<file path="config.mk">
export PLATFORM = sky130hd
export DESIGN_NAME = srl_delay_line
export DESIGN_NICKNAME = d
export VERILOG_FILES = /design/src/rtl/srl_delay_line.sv
export SDC_FILE = /design/constraint.sdc
export NUM_CORES = 1
export LEC_CHECK = 0
export ABC_AREA = 0
export CAP_MARGIN = 20
export CORE_ASPECT_RATIO = 0.5
export CORE_MARGIN = 10
export CORE_UTILIZATION = 55
export CTS_CLUSTER_SIZE = 25
export DETAILED_ROUTE_END_ITERATION = 6
export GPL_TIMING_DRIVEN = 0
export PLACE_DENSITY = 0.81
export SLEW_MARGIN = 5
export SYNTH_ARGS = -nofsm -noshare
export SYNTH_HDL_FRONTEND = slang
export SYNTH_SLANG_ARGS = --single-unit
</file>
<file path="constraint.sdc">
create_clock -name clk -period 1.4 [get_ports clk]
set_input_delay 0.14 -clock clk [delete_from_list [all_inputs] [get_ports clk]]
set_output_delay 0.14 -clock clk [all_outputs]
set_load 0.01 [all_outputs]
</file>
<file path="src/rtl/srl_delay_line.sv">
// Clock-enabled shift-register delay line with a runtime tap, a fixed cascade output
// and a saturating fill counter.
module srl_delay_line #(
  parameter int unsigned     WIDTH  = 1,
  parameter int unsigned     DEPTH  = 32,
  parameter int unsigned     ADDR_W = 5,
  parameter logic [WIDTH-1:0] INIT  = '0
) (
  input  logic                       clk,
  input  logic                       reset,
  input  logic                       ce,
  input  logic [WIDTH-1:0]           d,
  input  logic [ADDR_W-1:0]          a,
  output logic [WIDTH-1:0]           q,
  output logic [WIDTH-1:0]           q_last,
  output logic                       filled,
  output logic [$clog2(DEPTH+1)-1:0] fill_count
);

  localparam int unsigned CntW = $clog2(DEPTH + 1);

  logic [WIDTH-1:0] stage_q [DEPTH];
  logic [CntW-1:0]  fill_q;
  logic [CntW-1:0]  fill_d;

  always_comb begin
    fill_d = fill_q;
    if (fill_q != CntW'(DEPTH)) begin
      fill_d = fill_q + 1'b1;
    end
  end

  always_ff @(posedge clk) begin
    if (reset) begin
      for (int i = 0; i < int'(DEPTH); i++) begin
        stage_q[i] <= INIT;
      end
      fill_q <= '0;
    end else if (ce) begin
      stage_q[0] <= d;
      for (int i = 1; i < int'(DEPTH); i++) begin
        stage_q[i] <= stage_q[i-1];
      end
      fill_q <= fill_d;
    end
  end

  // Out-of-range addresses fall through to the last stage, so q never goes X.
  always_comb begin
    q = stage_q[DEPTH-1];
    for (int i = 0; i < int'(DEPTH); i++) begin
      if (a == ADDR_W'(i)) begin
        q = stage_q[i];
      end
    end
  end

  assign q_last     = stage_q[DEPTH-1];
  assign fill_count = fill_q;
  assign filled     = (fill_q == CntW'(DEPTH));

endmodule

</file>
==> results of run 1 <==
==> cells in the mapped netlist (2+ instances only) <==
| library cell | number |
|---|---|
| a21o_1 | 2 |
| a21oi_1 | 7 |
| a311oi_1 | 3 |
| a31oi_1 | 2 |
| and2_1 | 18 |
| buf_2 | 3 |
| buf_4 | 3 |
| buf_6 | 2 |
| clkbuf_1 | 3 |
| dfxtp_1 | 6 |
| edfxtp_1 | 32 |
| ha_1 | 2 |
| inv_1 | 4 |
| mux2_2 | 2 |
| mux2i_1 | 5 |
| nand2_1 | 12 |
| nand2b_1 | 5 |
| nand3_1 | 7 |
| nand4_1 | 4 |
| nor2_1 | 12 |
| nor2b_1 | 20 |
| nor3_1 | 2 |
| nor4b_1 | 3 |
| o211ai_1 | 2 |
| o21ai_0 | 7 |
| o22ai_1 | 2 |
| o2bb2ai_1 | 2 |
| o31ai_1 | 2 |
| or3_1 | 3 |
| or4_1 | 2 |
| xor2_1 | 3 |
==> power by group <==
group,internal (uW),switching (uW)
Sequential,1300,52.2
Combinational,166,193
Clock,345,382
Total,1810,627
==> how the worst min path moves through the flow <==
stage	from	slack, ns	end	cells past startpoint
floorplan	ce	0.30	fill_count[1]	2
global placement	fill_count[5]	0.48	fill_count[5]	2
detailed placement	fill_count[5]	0.50	fill_count[5]	2
CTS	d	0.51	stage_q[0][0]	2
global route	d	0.50	stage_q[0][0]	2
finish	d	0.50	stage_q[0][0]	2
==> critical path: cells and delay by family (launching register included) <==
| kind | cells | cell delay [ns] |
|---|---|---|
| AO/OA/AOI/OAI | 5 | 0.61 |
| buffers and inverters | 1 | 0.16 |
| flip-flops | 1 | 0.38 |
| AND/OR/NAND/NOR | 1 | 0.37 |
==> flip-flops by register name, indices dropped and copies added, names as in the netlist <==
name	count
fill_count	6
stage_q	32
==> per-stage QoR <==
step | utilization, % | TNS, ns
global route | 71.6 | -0.633
detailed placement | 65.5 | -28.91
floorplan | - | 0
finish | 71.6 | -0.540
global placement | 65.5 | -27.35
CTS | 70.7 | -0.534
==> final cells by class <==
class | count | area, um^2 | share of cell area, %
flip-flops and latches | 38 | 1090 | 42.9
multi-input cells | 143 | 991 | 39.0
repair buffers | 22 | 191 | 7.53
plain buffers | 12 | 100 | 3.94
clock buffers | 6 | 72.6 | 2.86
well taps | 51 | 63.8 | 2.51
inverters | 5 | 18.8 | 0.739
clock inverters | 2 | 10.0 | 0.394
diodes | 1 | 2.50 | 0.0985
==> logic make-up after synthesis <==
logic type | synth area share, %
multiplexers | 3.47
AO/OA/AOI/OAI | 11.5
AND/OR/NAND/NOR | 25.9
flip-flops | 51.6
XOR/XNOR | 1.67
buffers and inverters | 4.66
adder cells (fa/ha/maj) | 1.20
==> metal layers <==
| layer | global-route usage (%) | vias to the layer above | part of all wire [%] |
|---|---|---|---|
| li1 | - | 778 | - |
| met1 | 18.3 | 769 | 46 |
| met2 | 21.1 | 63 | 45 |
| met3 | 4.97 | 11 | 7.8 |
| met4 | 4.53 | 0 | 1.6 |
| met5 | 0 | - | 0 |
==> what timing repair did <==
item / 4_1_cts / 5_1_grt
setup endpoints to repair: 50 / 16
hold buffers: 0 / 0
resized for setup: 37 / 8
setup buffers: 5 / 1
pin swaps: 12 / 5
gates cloned: 1 / 0
==> flow_summary.yaml, run 1 <==
setup_path:
  worst_setup_path_end_kind: "primary output"
  crit_slowest_cell: "edfxtp_1"
  timing.rr.end: "fill_count[2]"
  crit_start: "stage_q[0][5]"
  r2r_setup_slack_ns: 0.10
  worstSetupEndpoint: "q"
  crit_required_ns: 1.26
  critPathKind: "flip-flop to primary output"
  critPathArrivalTime_ns: 1.80
  path_max_fanout: 2
  reg2reg_from: "fill_count[3]"
  rr_worst_depth: 6
  max_stage_delay_ns: 0.38
  worstPathCellList: "or3b_1, o211ai_1, a21oi_1, o22ai_1, a21o_1, a31oi_2, buf_2"
  start_kind: "flip-flop"
final_layout:
  final_area_um2: 2540
  drive_above_1_share_pct: 21.1
  fillers: 245
  final_cell_mix: "edfxtp_1 (32), nor2b_1 (19), and2_1 (18)"
  final_cells: 280
  synthToLayoutAreaGrowth_pct: 21.4
  final_common_cell: "edfxtp_1"
  fin_nets: 238
clocking:
  cts_root_buf: "clkbuf_8"
  h-tree-depth: 2
  cts_inserted_buffers: 5
  path_clk_slew_ns: 0.08
  cts_tree: "done"
  clock_latency_ns: 0.29
  clockBufferDepth: 2
  clock-sinks: 38
power_and_ir_drop:
  p_leak_uw: 0.00103
  power.density_nw_per_um2: 960
  vdd_drop_max_mv: 0.867
  p_total_uw: 2440
routing:
  detail-route-antenna-nets: 0
  wl_per_cell_um: 17.0
  drc: 0
  dr.pass1.iters: 5
  routed-via-count: 1621
  drtIter0Drc: 105
  routed_wl_um: 4770
  via_per_inst: 5.79
floorplan:
  die_w_um: 107
  io_pins: 18
  core_area_um2: 3550
  rows: 15
  initial_utilization_pct: 59.0
  die_area_um2: 6820
  die_y_um: 63.6
global_route:
  grt_start_max_net_pins: 17
  grt_use_total_pct: 14.1
  antenna_found_initial: 1
  grt.overflow.total: 0
  grt_pass1_vias: 1551
  grt_pass1_wl_um: 7730
yosys:
  avgSynthCellArea_um2: 10.6
  synthesis.instances: 197
  synth_edf_count: 32
  yosysUniqueCellTypes: 46
  ys_warn_count: 0
  synthFlopType: "edfxtp_1"
  yosysTopAreaCell: "edfxtp_1"
  synth.cell_area_um2: 2090
  synth_seq_cells: 38
  ys_seq_area_share_pct: 51.6
  syn-num-nets: 208
  async_flop_share_pct: 0
  ys_top_cells_by_area: "edfxtp_1 (46%), nor2b_1 (6.0%), dfxtp_1 (5.7%)"
  synth.top_cell.area_share_pct: 45.9
placement:
  gp_congestion: 0.902
  port_buffers: 16
  hpwl_um: 3220
  place_inst: 264
  placed_area_um2: 2320
  place_ws_ns: -1.10
sta:
  rsz0062_at_grt: "yes"
  hold_viol: 0
  worstMarginPinSlew_ns: 0.423
  period_minus_slack_ns: 1.94
  worst_slack_ns: -0.540
  slew_viol_final: 0
  finClkSkew_ns: 0.00943
  hold_ws_ns: 0.502
  relSlewSlack_pct: 71.8
  final-setup-viol-count: 1
  max_freq_ghz: 0.515
  fin_crit_sh_pct: 139
min_path:
  hp-class: "input pin to flip-flop"
job:
  maxCapViolations: 0
status:
  status: "complete, but fails checks"
  violations: "setup timing"
No activity file was read; power rests on OpenSTA's default activity.
==> run 2: changes to the inputs <==
--- a/config.mk
+++ b/config.mk
@@ -6,7 +6,6 @@
 export NUM_CORES = 1
 export LEC_CHECK = 0
 export ABC_AREA = 0
-export CAP_MARGIN = 20
 export CORE_ASPECT_RATIO = 0.5
 export CORE_MARGIN = 10
 export CORE_UTILIZATION = 55
==> results of run 2 <==
Final layout, timing and power as in run 1 (identical DEF).
